**src/rtl/rf_wb_arbiter_if.sv**
```systemverilog
// Write-back bus between the execute/memory requesters, decode and the
// register-file write-back arbiter.
//   req_valid/req_addr/req_data/req_ready : round-robin valid/ready write-back requests
//   rf_wen/rf_waddr/rf_wdata              : registered RegisterFile write port
//   sb_set/sb_set_addr/sb_set_ready       : decode reserves a destination register
//   chk_rs1/chk_rs2/hazard                : decode read-after-write hazard query
//   sb_err                                : sticky scoreboard underflow flag
// Modports: master = requesters/decode side, slave = arbiter.
interface rf_wb_arbiter_if #(
    parameter int unsigned DATA_WIDTH  = 32,
    parameter int unsigned REG_NUM_BIT = 5,
    parameter int unsigned NUM_REQ     = 3
);
    logic [NUM_REQ-1:0]             req_valid;
    logic [NUM_REQ*REG_NUM_BIT-1:0] req_addr;
    logic [NUM_REQ*DATA_WIDTH-1:0]  req_data;
    logic [NUM_REQ-1:0]             req_ready;
    logic                           rf_wen;
    logic [REG_NUM_BIT-1:0]         rf_waddr;
    logic [DATA_WIDTH-1:0]          rf_wdata;
    logic                           sb_set;
    logic [REG_NUM_BIT-1:0]         sb_set_addr;
    logic                           sb_set_ready;
    logic [REG_NUM_BIT-1:0]         chk_rs1;
    logic [REG_NUM_BIT-1:0]         chk_rs2;
    logic                           hazard;
    logic                           sb_err;

    modport master (
        output req_valid, req_addr, req_data, sb_set, sb_set_addr, chk_rs1, chk_rs2,
        input  req_ready, rf_wen, rf_waddr, rf_wdata, sb_set_ready, hazard, sb_err
    );

    modport slave (
        input  req_valid, req_addr, req_data, sb_set, sb_set_addr, chk_rs1, chk_rs2,
        output req_ready, rf_wen, rf_waddr, rf_wdata, sb_set_ready, hazard, sb_err
    );
endinterface

```
**src/rtl/rf_wb_arbiter.sv**
```systemverilog
// Register-file write-back arbiter with pending-write scoreboard.
// Shares the single RegisterFile write port among NUM_REQ requesters (0 = ALU,
// 1 = LSU, 2 = CSR) using round-robin arbitration, registers the winning write
// onto rf_wen/rf_waddr/rf_wdata, and keeps a per-register count of reserved but
// not yet committed writes so decode can detect read-after-write hazards.
// Ports:
//   clk  : clock, all state on posedge
//   rst  : synchronous active-high reset
//   bus  : rf_wb_arbiter_if slave modport (requests, write port, scoreboard)
module rf_wb_arbiter #(
    parameter int unsigned DATA_WIDTH  = 32,
    parameter int unsigned REG_NUM     = 32,
    parameter int unsigned REG_NUM_BIT = 5,
    parameter int unsigned NUM_REQ     = 3,
    parameter int unsigned CNT_W       = 2
) (
    input  logic          clk,
    input  logic          rst,
    rf_wb_arbiter_if.slave bus
);

    localparam int unsigned PTR_W = (NUM_REQ > 1) ? $clog2(NUM_REQ) : 1;
    localparam logic [CNT_W-1:0] CNT_MAX = '1;

    // Unpacked views of the flattened request buses
    logic [REG_NUM_BIT-1:0] req_addr_a [NUM_REQ];
    logic [DATA_WIDTH-1:0]  req_data_a [NUM_REQ];

    always_comb begin
        for (int i = 0; i < NUM_REQ; i++) begin
            req_addr_a[i] = bus.req_addr[i*REG_NUM_BIT +: REG_NUM_BIT];
            req_data_a[i] = bus.req_data[i*DATA_WIDTH +: DATA_WIDTH];
        end
    end

    // State
    logic [PTR_W-1:0]       ptr_q, ptr_d;
    logic                   rf_wen_q, rf_wen_d;
    logic [REG_NUM_BIT-1:0] rf_waddr_q, rf_waddr_d;
    logic [DATA_WIDTH-1:0]  rf_wdata_q, rf_wdata_d;
    logic [CNT_W-1:0]       cnt_q [REG_NUM];
    logic [CNT_W-1:0]       cnt_d [REG_NUM];
    logic                   sb_err_q, sb_err_d;

    // Round-robin arbitration: scan from the requester after the last winner
    logic [NUM_REQ-1:0]     grant;
    logic                   grant_vld;
    logic [PTR_W-1:0]       grant_idx;
    logic [PTR_W-1:0]       scan_idx;
    logic [REG_NUM_BIT-1:0] sel_addr;
    logic [DATA_WIDTH-1:0]  sel_data;

    always_comb begin
        grant     = '0;
        grant_vld = 1'b0;
        grant_idx = '0;
        scan_idx  = '0;
        sel_addr  = '0;
        sel_data  = '0;
        if (!rst) begin
            for (int unsigned k = 1; k <= NUM_REQ; k++) begin
                scan_idx = PTR_W'((32'(ptr_q) + k) % NUM_REQ);
                if (!grant_vld && bus.req_valid[scan_idx]) begin
                    grant_vld       = 1'b1;
                    grant_idx       = scan_idx;
                    grant[scan_idx] = 1'b1;
                    sel_addr        = req_addr_a[scan_idx];
                    sel_data        = req_data_a[scan_idx];
                end
            end
        end
    end

    // Write port next state; x0 transfers are consumed but never written
    always_comb begin
        ptr_d      = grant_vld ? grant_idx : ptr_q;
        rf_wen_d   = grant_vld && (sel_addr != '0);
        rf_waddr_d = grant_vld ? sel_addr : rf_waddr_q;
        rf_wdata_d = grant_vld ? sel_data : rf_wdata_q;
    end

    // Scoreboard: one-hot reserve and retire hits per register
    logic                 set_ok;
    logic [REG_NUM-1:0]   set_hit;
    logic [REG_NUM-1:0]   ret_hit;

    assign set_ok = bus.sb_set && bus.sb_set_ready && (bus.sb_set_addr != '0);

    always_comb begin
        set_hit = '0;
        ret_hit = '0;
        if (set_ok) begin
            set_hit[bus.sb_set_addr] = 1'b1;
        end
        if (rf_wen_q) begin
            ret_hit[rf_waddr_q] = 1'b1;
        end
    end

    always_comb begin
        sb_err_d = sb_err_q;
        for (int r = 0; r < REG_NUM; r++) begin
            cnt_d[r] = cnt_q[r];
            if (r == 0) begin
                cnt_d[r] = '0;
            end else if (set_hit[r] && !ret_hit[r]) begin
                cnt_d[r] = cnt_q[r] + CNT_W'(1);
            end else if (ret_hit[r] && !set_hit[r]) begin
                // Retiring a write nobody reserved: hold at zero and flag it
                if (cnt_q[r] == '0) begin
                    sb_err_d = 1'b1;
                end else begin
                    cnt_d[r] = cnt_q[r] - CNT_W'(1);
                end
            end
        end
    end

    always_ff @(posedge clk) begin
        if (rst) begin
            ptr_q      <= PTR_W'(NUM_REQ - 1);
            rf_wen_q   <= 1'b0;
            rf_waddr_q <= '0;
            rf_wdata_q <= '0;
            sb_err_q   <= 1'b0;
            for (int r = 0; r < REG_NUM; r++) begin
                cnt_q[r] <= '0;
            end
        end else begin
            ptr_q      <= ptr_d;
            rf_wen_q   <= rf_wen_d;
            rf_waddr_q <= rf_waddr_d;
            rf_wdata_q <= rf_wdata_d;
            sb_err_q   <= sb_err_d;
            for (int r = 0; r < REG_NUM; r++) begin
                cnt_q[r] <= cnt_d[r];
            end
        end
    end

    // Outputs
    assign bus.req_ready    = grant;
    assign bus.rf_wen       = rf_wen_q;
    assign bus.rf_waddr     = rf_waddr_q;
    assign bus.rf_wdata     = rf_wdata_q;
    assign bus.sb_err       = sb_err_q;
    assign bus.sb_set_ready = (cnt_q[bus.sb_set_addr] != CNT_MAX) || (bus.sb_set_addr == '0);
    assign bus.hazard       = ((bus.chk_rs1 != '0) && (cnt_q[bus.chk_rs1] != '0)) ||
                              ((bus.chk_rs2 != '0) && (cnt_q[bus.chk_rs2] != '0));

endmodule

```
**src/flat_wrapper.sv**
```systemverilog
// flat-port wrapper written by rule: the top's interface ports become plain ports
module rf_wb_arbiter_flat 
#(
    parameter int unsigned DATA_WIDTH  = 32,
    parameter int unsigned REG_NUM     = 32,
    parameter int unsigned REG_NUM_BIT = 5,
    parameter int unsigned NUM_REQ     = 3,
    parameter int unsigned CNT_W       = 2
)
  (clk, rst, bus_req_valid, bus_req_addr, bus_req_data, bus_sb_set, bus_sb_set_addr, bus_chk_rs1, bus_chk_rs2, bus_req_ready, bus_rf_wen, bus_rf_waddr, bus_rf_wdata, bus_sb_set_ready, bus_hazard, bus_sb_err);
  rf_wb_arbiter_if #(.DATA_WIDTH(DATA_WIDTH), .REG_NUM_BIT(REG_NUM_BIT), .NUM_REQ(NUM_REQ)) bus_i ();
  input  logic clk;
  input  logic rst;
  input wire logic [$bits(bus_i.req_valid)-1:0] bus_req_valid;
  input wire logic [$bits(bus_i.req_addr)-1:0] bus_req_addr;
  input wire logic [$bits(bus_i.req_data)-1:0] bus_req_data;
  input wire logic [$bits(bus_i.sb_set)-1:0] bus_sb_set;
  input wire logic [$bits(bus_i.sb_set_addr)-1:0] bus_sb_set_addr;
  input wire logic [$bits(bus_i.chk_rs1)-1:0] bus_chk_rs1;
  input wire logic [$bits(bus_i.chk_rs2)-1:0] bus_chk_rs2;
  output wire logic [$bits(bus_i.req_ready)-1:0] bus_req_ready;
  output wire logic [$bits(bus_i.rf_wen)-1:0] bus_rf_wen;
  output wire logic [$bits(bus_i.rf_waddr)-1:0] bus_rf_waddr;
  output wire logic [$bits(bus_i.rf_wdata)-1:0] bus_rf_wdata;
  output wire logic [$bits(bus_i.sb_set_ready)-1:0] bus_sb_set_ready;
  output wire logic [$bits(bus_i.hazard)-1:0] bus_hazard;
  output wire logic [$bits(bus_i.sb_err)-1:0] bus_sb_err;
  assign bus_i.req_valid = bus_req_valid;
  assign bus_i.req_addr = bus_req_addr;
  assign bus_i.req_data = bus_req_data;
  assign bus_i.sb_set = bus_sb_set;
  assign bus_i.sb_set_addr = bus_sb_set_addr;
  assign bus_i.chk_rs1 = bus_chk_rs1;
  assign bus_i.chk_rs2 = bus_chk_rs2;
  assign bus_req_ready = bus_i.req_ready;
  assign bus_rf_wen = bus_i.rf_wen;
  assign bus_rf_waddr = bus_i.rf_waddr;
  assign bus_rf_wdata = bus_i.rf_wdata;
  assign bus_sb_set_ready = bus_i.sb_set_ready;
  assign bus_hazard = bus_i.hazard;
  assign bus_sb_err = bus_i.sb_err;
  rf_wb_arbiter #(.DATA_WIDTH(DATA_WIDTH), .REG_NUM(REG_NUM), .REG_NUM_BIT(REG_NUM_BIT), .NUM_REQ(NUM_REQ), .CNT_W(CNT_W)) u_core (.clk(clk), .rst(rst), .bus(bus_i));
endmodule
```
**config.mk**
```make
export PLATFORM = sky130hd
export DESIGN_NAME = rf_wb_arbiter_flat
export DESIGN_NICKNAME = d
export VERILOG_FILES = /design/src/rtl/rf_wb_arbiter_if.sv /design/src/rtl/rf_wb_arbiter.sv /design/src/flat_wrapper.sv
export SDC_FILE = /design/constraint.sdc
export NUM_CORES = 1
export LEC_CHECK = 0
export BUFFER_PORTS_ARGS = -buffer_cell sky130_fd_sc_hd__buf_2
export CAP_MARGIN = 10
export CORE_UTILIZATION = 50
export CTS_CLUSTER_SIZE = 8
export DETAILED_ROUTE_END_ITERATION = 10
export HOLD_SLACK_MARGIN = 0.03
export PLACE_DENSITY = 0.72
export SLEW_MARGIN = 20
export SYNTH_ARGS = -nofsm -noshare
export SYNTH_HDL_FRONTEND = slang
export SYNTH_SLANG_ARGS = --single-unit
```
**constraint.sdc**
```tcl
create_clock -name clk -period 4.4 [get_ports clk]
set_clock_uncertainty 0.2 [all_clocks]
set_input_delay 0.44 -clock clk [delete_from_list [all_inputs] [get_ports clk]]
set_output_delay 0.44 -clock clk [all_outputs]
set_load 0.005 [all_outputs]
```
==> results summary, run 1 <==
The run finished with clean final reports. The power per cell area is 489 mW/mm^2. The non-filler instance count after layout is 1809. The required time at the endpoint of the critical path is 4.43 ns. The number of violations reported at the end of detailed-routing iteration 0 is 874. The dominant cell type by count on the critical path is nor4_1. Dividing the synthesized area by the synthesized cell count gives 7.08 um^2. The clock input transition at the sequential cells of the worst setup and hold paths is 0.08 ns. The highest clock rate came out at 253 MHz.

After floorplanning, the core was sized to cover 0.0197 mm^2. Summed over all layers, the routed wires come to 33400 um. The maximum resistive drop on vdd came out at 0.000611 V. The final routed wire length divided by cell count came out at 18.4 um.

During synthesis, Yosys emitted a total of 0 warnings. The total power draw is 5610 uW. The largest incremental delay on the critical path came out at 0.65 ns. The quantity of I/O buffers inserted on ports is 175. The detailed router placed 11.2k vias in this run. The quantity of hold-fixing buffers added after cts is 0. The arithmetic-cell share of the synthesized area counting full adders, half adders and majority gates is 8.25%.

The number of pins exceeding their max-slew limit in the final report is 0. The full die area came out at 0.0208 mm^2. In the synthesized netlist the async set-or-reset flop fraction comes to 0%.

The count of cell types in the netlist came out at 47. The number of instances resized during post-cts repair is 0. The area growth from synthesis to layout is 13.2%.

The arrival time of the worst setup path came out at 3.99 ns. The first global-routing pass estimated 52600 um of wire. Yosys attributes the largest share of cell area to dfxtp_1, a21oi_1, ha_1, o21ai_0, nand2_1. Setup violations remaining at the end of the flow were counted as 0. The number of antenna violations at the first check in global routing is 1. The slew at the pin closest to its max-slew limit came out at 1.19 ns. The number of max-cap violations is 0. The highest net fanout along the worst path is 22. Counting along the longest clock path gives a buffer depth of 2. The dominant synthesized flop cell is dfxtp_1. Of the post-synthesis cell area, the dominant cell type holds 20.3%. Yosys mapped a number of flops with a built-in enable equal to 0. The filler cell count came out at 1903. Of the cells placed in the final design, the portion with a size suffix greater than 1 is 17.2%. In the post-route analysis, the smallest setup slack over all paths is 0.445 ns. The number of placed I/O pins is 176. The number of placed instances, taps included is 1793. The via count normalized by instance count came out at 6.18. The critical path class is input pin to flip-flop. Entering global routing, the biggest net connects 72 pins. The final worst hold slack is 0.277 ns. The multi-input logic area is 0.00753 mm^2. The xor/xnor cell area share of the yosys netlist came out at 0%. The H-tree was split into 3 levels. The part of the cycle the worst path needs is 89.9%. The overall die width is 144 um. At the end of routability-driven placement, the weighted congestion stood at 0.993. Multiplexer cells account for 12.9% of the synthesized area. The final hold violation count came out at 0. The minimum clock period after layout is 3.95 ns.

After Yosys synthesis, and, or, nand and nor cells account for 25.0% of the synthesized area. The area fraction in compound gates after synthesis came out at 27.7%. The worst setup path is captured at a flip-flop. The HPWL after detailed placement came out at 24000 um. The element type at the critical path start is an input pin. The post-synthesis cell count came out at 1431. After detailed routing, the number of remaining DRC violations is 0. The worst-skew pair later-pin latency came out at 0.37 ns. The number of global-route vias before repair is 10.3k. The height of the die came out at 144 um. The top cell type by total area after synthesis is dfxtp_1.

The headroom to the max-slew limit is 21.0%. Setup repair after global routing left no endpoint under its margin. In this run the remaining antenna-violating nets after routing total 0. The post-synth net total came out at 1629.

Buffers added to address setup during post-CTS repair amount to 0. The total congestion overflow after global routing is 0. The initial cell density of the core is 51.6%. The leading cell type by number of instances after synthesis is nand2_1. The worst slack at placement is 0.154 ns. TritonCTS built the clock tree. After synthesis, the largest family of logic cells by area is compound AO/OA/AOI/OAI gates.

The initialized floorplan defines 51 standard-cell rows. After synthesis, the most frequently instantiated cells are nand2_1, a21oi_1, nor2_1. Walking the worst path, the cells encountered are buf_2 > mux4_1 > a22oi_1 > o211ai_1 > o22ai_2 > and3_1 > nand2_1 > ha_1 > nor4b_1 > nor4_1 > nand4_1 > nor4_1 > nor2_1. The final-layout setup total negative slack is 0 ns. The leakage power came out at 0.00494 uW.

Clock tree synthesis found a total of 103 sinks. The total iterations of the first detailed-routing run is 5. For this design, the slowest cell found on the critical path is mux4_1. The global-route usage over all layers came out at 32.1%. The net total in the final layout came out at 1737. Summing the sequential cell areas from Yosys gives 20.3% of the chip area. The number of buffers added by the clock tree synthesis step is 9. The tree is rooted in a clkbuf_16.

The synthesized design contains 103 register bits. The post-synthesis cell area came out at 0.0101 mm^2. The worst hold path belongs to the class flip-flop to flip-flop. Across the whole layout, storage elements account for 0.00206 mm^2.
## power breakdown
group          total [uW]  switching, uW  internal, uW  leakage, uW
logic                3510           2110          1400      0.00396
registers            1270            148          1120     0.000837
clock network         827            397           430     0.000142
## layout make-up
| class | count | share of cell area, % |
|---|---|---|
| clock inverter | 2 | 0.120 |
| antenna | 1 | 0.0218 |
| inverter | 44 | 1.44 |
| multi-input combinational | 1179 | 65.7 |
| sequential | 103 | 18.0 |
| tap | 265 | 2.89 |
| clock buffer | 13 | 2.36 |
| timing repair buffer | 202 | 9.51 |
## metrics by stage
stage | instance area (um^2) | utilization (%)
6_report | 11500 | 58.4
2_1_floorplan | 10100 | -
3_5_place_dp | 11200 | 56.9
3_3_place_gp | 11200 | 56.9
4_1_cts | 11500 | 58.3
5_1_grt | 11500 | 58.4
## cells in the final DEF (no fill, tap or decap), types with 35 or more instances in the layout
cell       n
nand2_1  207
a21oi_1  206
buf_2    175
nor2_1   159
o21ai_0  157
dfxtp_1  103
nor2b_1   72
ha_1      64
mux2i_1   49
inv_1     44
a22o_1    35
## path summary, 6_finish.rpt
path                          startpoint                     end  slack, ns  cells after the start
setup / recovery      bus_sb_set_addr[0]       u_core.bus.sb_err       0.45                     13
setup reg to reg     u_core.cnt_q[30][0]       u_core.bus.sb_err       0.74                     12
hold / removal    u_core.bus.rf_wdata[3]  u_core.bus.rf_wdata[3]       0.28                      1
hold reg to reg   u_core.bus.rf_wdata[3]  u_core.bus.rf_wdata[3]       0.28                      1
## registers in the layout (all words and copies together), names as in the netlist
| register | cells |
|---|---|
| u_core.bus.rf_wen | 1 |
| u_core.ptr_q | 2 |
| u_core.cnt_q | 62 |
| u_core.bus.rf_wdata | 32 |
| u_core.bus.sb_err | 1 |
| u_core.bus.rf_waddr | 5 |
## routing by layer
layer  vias to the layer above  GRT usage, %  part of all wire (%)
met3                        77          7.52                    10
met2                       580          55.2                    47
met1                      5152          38.9                    40
met5                         -             0                     0
li1                       5371             -                     -
met4                         0          11.4                   2.8
## worst max-delay path, delay by kind of cell
family	cells	cell delay (ns)
and+or+nand+nor	7	1.56
AOI/OAI and AO/OA	3	0.66
muxes	1	0.65
buffers and inverters	1	0.48
adders and majority gates	1	0.19
## kinds of logic after synthesis
kind of cell    after synthesis
buf+inv                     149
compound gates              481
simple gates                538
flops                       103
fa+ha+maj                    67
mux                          93
No activity file was read; power rests on OpenSTA's default activity.
==> run 2: changes to the inputs <==
CTS_BUF_LIST = sky130_fd_sc_hd__clkbuf_8   (was unset)
==> run 2 against run 1 <==
Compared with the run above:
- fmax grew 0.25%
- worst setup slack gained 0.010 ns
- sequential share of layout area grew 0.16 points
- die area is the same
- clock power shrank 25%
- core utilization shrank 0.52 points
- first-iteration DRC count shrank 3.3%
- via count shrank 0.78%
- cell area shrank 0.88%
==> results summary, run 2 (synthesized netlist as in run 1, its figures left out) <==
The antenna violation net count after detailed routing came out at 0 (unchanged). The quantity of hold-fixing buffers added after cts came out at 0 (unchanged). The register with the most flip-flops is u_core.cnt_q (unchanged). The number of antenna violations at the first check in global routing is 1 (unchanged). Leading cell types in the layout, fill and taps excluded: nand2_1, a21oi_1, buf_2 (unchanged). The length in cells of the worst reg-to-reg path came to 12 (unchanged). The cell with the largest stage delay on the worst path is mux4_1 (unchanged).

The number of flip-flops under the largest register name is 62 (unchanged). The number of buffers on the longest clock path came to 2 (unchanged). Result of the run: completed (unchanged).

The power per cell area came out at 474 mW/mm^2 (was 489 mW/mm^2). The number of placed I/O pins came out at 176 (unchanged). The number of buffers added by the clock tree synthesis step was 9 (unchanged). The share of cells above drive strength 1 came out at 17.2% (unchanged). The final routed wire length divided by cell count came to 18.3 um (was 18.4 um). The critical path class is input pin to flip-flop (unchanged). The row count is 51 (unchanged). The initial cell density of the core came out at 51.6% (unchanged).

The number of violations reported at the end of detailed-routing iteration 0 is 845 (was 874). The global placement routability congestion is 0.993 (unchanged). The HPWL after detailed placement came out at 24000 um (unchanged). The required time at the endpoint of the critical path came out at 4.48 ns (was 4.43 ns).

The slew at the pin closest to its max-slew limit was 1.16 ns (was 1.19 ns). The relative contribution of combinational cells to total power is 65.0% (was 62.6%). The total number of cells along the worst setup path came out at 13 (unchanged). The overall die width is 144 um (unchanged). The net total in the final layout is 1737 (unchanged). The post-CTS setup-driven buffer insertion count is 0 (unchanged). The total internal power came out at 2770 uW (was 2950 uW). The via count normalized by instance count came out at 6.13 (was 6.18).

The number of pins exceeding their max-slew limit in the final report came out at 0 (unchanged). The arrival time of the worst setup path is 4.02 ns (was 3.99 ns). The full die area is 0.0208 mm^2 (unchanged). The quantity of I/O buffers inserted on ports came out at 175 (unchanged). The endpoint class of the critical path is a flip-flop (unchanged). The global-route usage over all layers is 31.9% (was 32.1%).

The detailed-route wire length came to 33100 um (was 33400 um). The TritonCTS clock tree was done (unchanged). The busiest layer in global routing is met2 (unchanged). The highest net fanout along the worst path is 22 (unchanged).

The most common library cell in the layout ignoring fill and taps is nand2_1 (unchanged). The total congestion overflow after global routing came out at 0 (unchanged). The part of the power in the clock network is 11.4% (was 14.7%). Unrepaired setup endpoints after global routing: false (unchanged). The met2 usage came out at 55.0% (was 55.2%). The library cell used as clock root buffer was clkbuf_8 (was clkbuf_16). Critical-path cell list: buf_2 > mux4_1 > a22oi_1 > o211ai_1 > o22ai_2 > nand3_1 > nor2_1 > ha_1 > nor4b_1 > nor4_1 > nand4_1 > nor4_1 > nor2_1 (was buf_2 > mux4_1 > a22oi_1 > o211ai_1 > o22ai_2 > and3_1 > nand2_1 > ha_1 > nor4b_1 > nor4_1 > nand4_1 > nor4_1 > nor2_1). The global-route wire length before repair came to 52300 um (was 52600 um). The global routing usage on met3 came out at 6.95% (was 7.52%).

The part of the cycle the worst path needs was 89.7% (was 89.9%). The gate family responsible for the most delay along the worst path is simple AND/OR/NAND/NOR gates (unchanged). The final-layout setup total negative slack is 0 ns (unchanged). The number of global-route vias before repair came out at 10.2k (was 10.3k). The clock net sink count is 103 (unchanged).

The residual DRC count is 0 (unchanged). The met1 global-route usage was 39.0% (was 38.9%). The net load switching power came out at 2620 uW (was 2660 uW).

The worst hold path stage count came out at 4 (was 1). The final core area utilization is 57.8% (was 58.4%). The total iterations of the first detailed-routing run is 5 (unchanged). The total number of vias is 11.1k (was 11.2k). The area of all sequential standard cells is 0.00206 mm^2 (unchanged). The number of failing setup endpoints in the final timing report came out at 0 (unchanged).

The minimum clock period after layout is 3.94 ns (was 3.95 ns). The height of the die is 144 um (unchanged). The share of total power in sequential cells was 23.5% (was 22.6%).

The final hold violation count is 0 (unchanged). The element type at the critical path start is an input pin (unchanged). The number of instances resized during post-cts repair was 0 (unchanged).

The filler cell count came to 1916 (was 1903). The pin count of the biggest net entering global routing came to 72 (unchanged). The type of the tightest min-delay check is input pin to flip-flop (was flip-flop to flip-flop).

The number of max-cap violations is 0 (unchanged). The number of buffer and inverter stages on the critical path is 1 (unchanged). The H-tree level count came to 3 (unchanged).

The area growth from synthesis to layout came out at 12.2% (was 13.2%). The clock input transition at the sequential cells of the worst setup and hold paths is 0.11 ns (was 0.08 ns). The core area is 0.0197 mm^2 (unchanged).

The maximum resistive drop on vdd was 0.000607 V (was 0.000611 V). The total power draw was 5390 uW (was 5610 uW). The headroom to the max-slew limit was 22.7% (was 21.0%). The multi-input logic area is 0.00753 mm^2 (unchanged).

The net switching fraction of the power was 48.6% (was 47.4%). The worst-skew pair later-pin latency is 0.40 ns (was 0.37 ns). The leakage power came out at 0.00490 uW (was 0.00494 uW). The largest incremental delay on the critical path came out at 0.62 ns (was 0.65 ns). The highest clock rate came out at 254 MHz (was 253 MHz).
run 2: power by group through the flow:
| stage | Combinational [uW] | Clock, uW | Sequential [uW] |
|---|---|---|---|
| 2_1_floorplan | 2540 | 0 | 1260 |
| 3_3_place_gp | 3390 | 0 | 1280 |
| 3_5_place_dp | 3450 | 0 | 1280 |
| 4_1_cts | 3460 | 631 | 1270 |
| 5_1_grt | 3870 | 664 | 1290 |
| 6_report | 3510 | 617 | 1270 |
run 2: final cells by class:
cell class | count | share of cell area, %
diodes | 1 | 0.0220
repair buffers | 202 | 9.60
clock inverters | 3 | 0.154
inverters | 44 | 1.45
flip-flops and latches | 103 | 18.1
clock buffers | 12 | 1.45
multi-input cells | 1179 | 66.3
well taps | 265 | 2.92
run 2: routing by layer:
layer	share of wire [%]	up-vias	wire [um]
met2	48	534	15800
met5	0	-	0
met1	40	5119	13300
met3	9.3	68	3090
li1	-	5372	-
met4	2.6	0	867
run 2: stage by stage:
| step | instance area, um^2 | std cells | setup slack (ns) | hold slack (ns) |
|---|---|---|---|---|
| final | 11400 | 1809 | 0.455 | 0.275 |
| after global routing | 11400 | 1809 | 0.227 | 0.287 |
| after CTS | 11400 | 1808 | 0.579 | 0.258 |
| after detailed placement | 11200 | 1793 | 0.154 | 0.259 |
| after global placement | 11200 | 1793 | 0.195 | 0.256 |
| after floorplan | 10100 | 1431 | 0.982 | 0.266 |
run 2: worst register-to-register path, stage by stage, from the launching register on:
cell and delay, ns:
dfxtp_1 0.40, mux4_1 0.53, a22oi_1 0.19, o211ai_1 0.16, o22ai_2 0.33, nand3_1 0.32, nor2_1 0.19, ha_1 0.25
nor4b_1 0.10, nor4_1 0.43, nand4_1 0.14, nor4_1 0.28, nor2_1 0.06
run 2: final timing paths:
kind | start | end | slack, ns
max | bus_sb_set_addr[0] | u_core.bus.sb_err | 0.46
min | bus_req_data[50] | u_core.bus.rf_wdata[18] | 0.27
max reg2reg | u_core.cnt_q[30][1] | u_core.bus.sb_err | 0.71
min reg2reg | u_core.bus.rf_wdata[3] | u_core.bus.rf_wdata[3] | 0.28
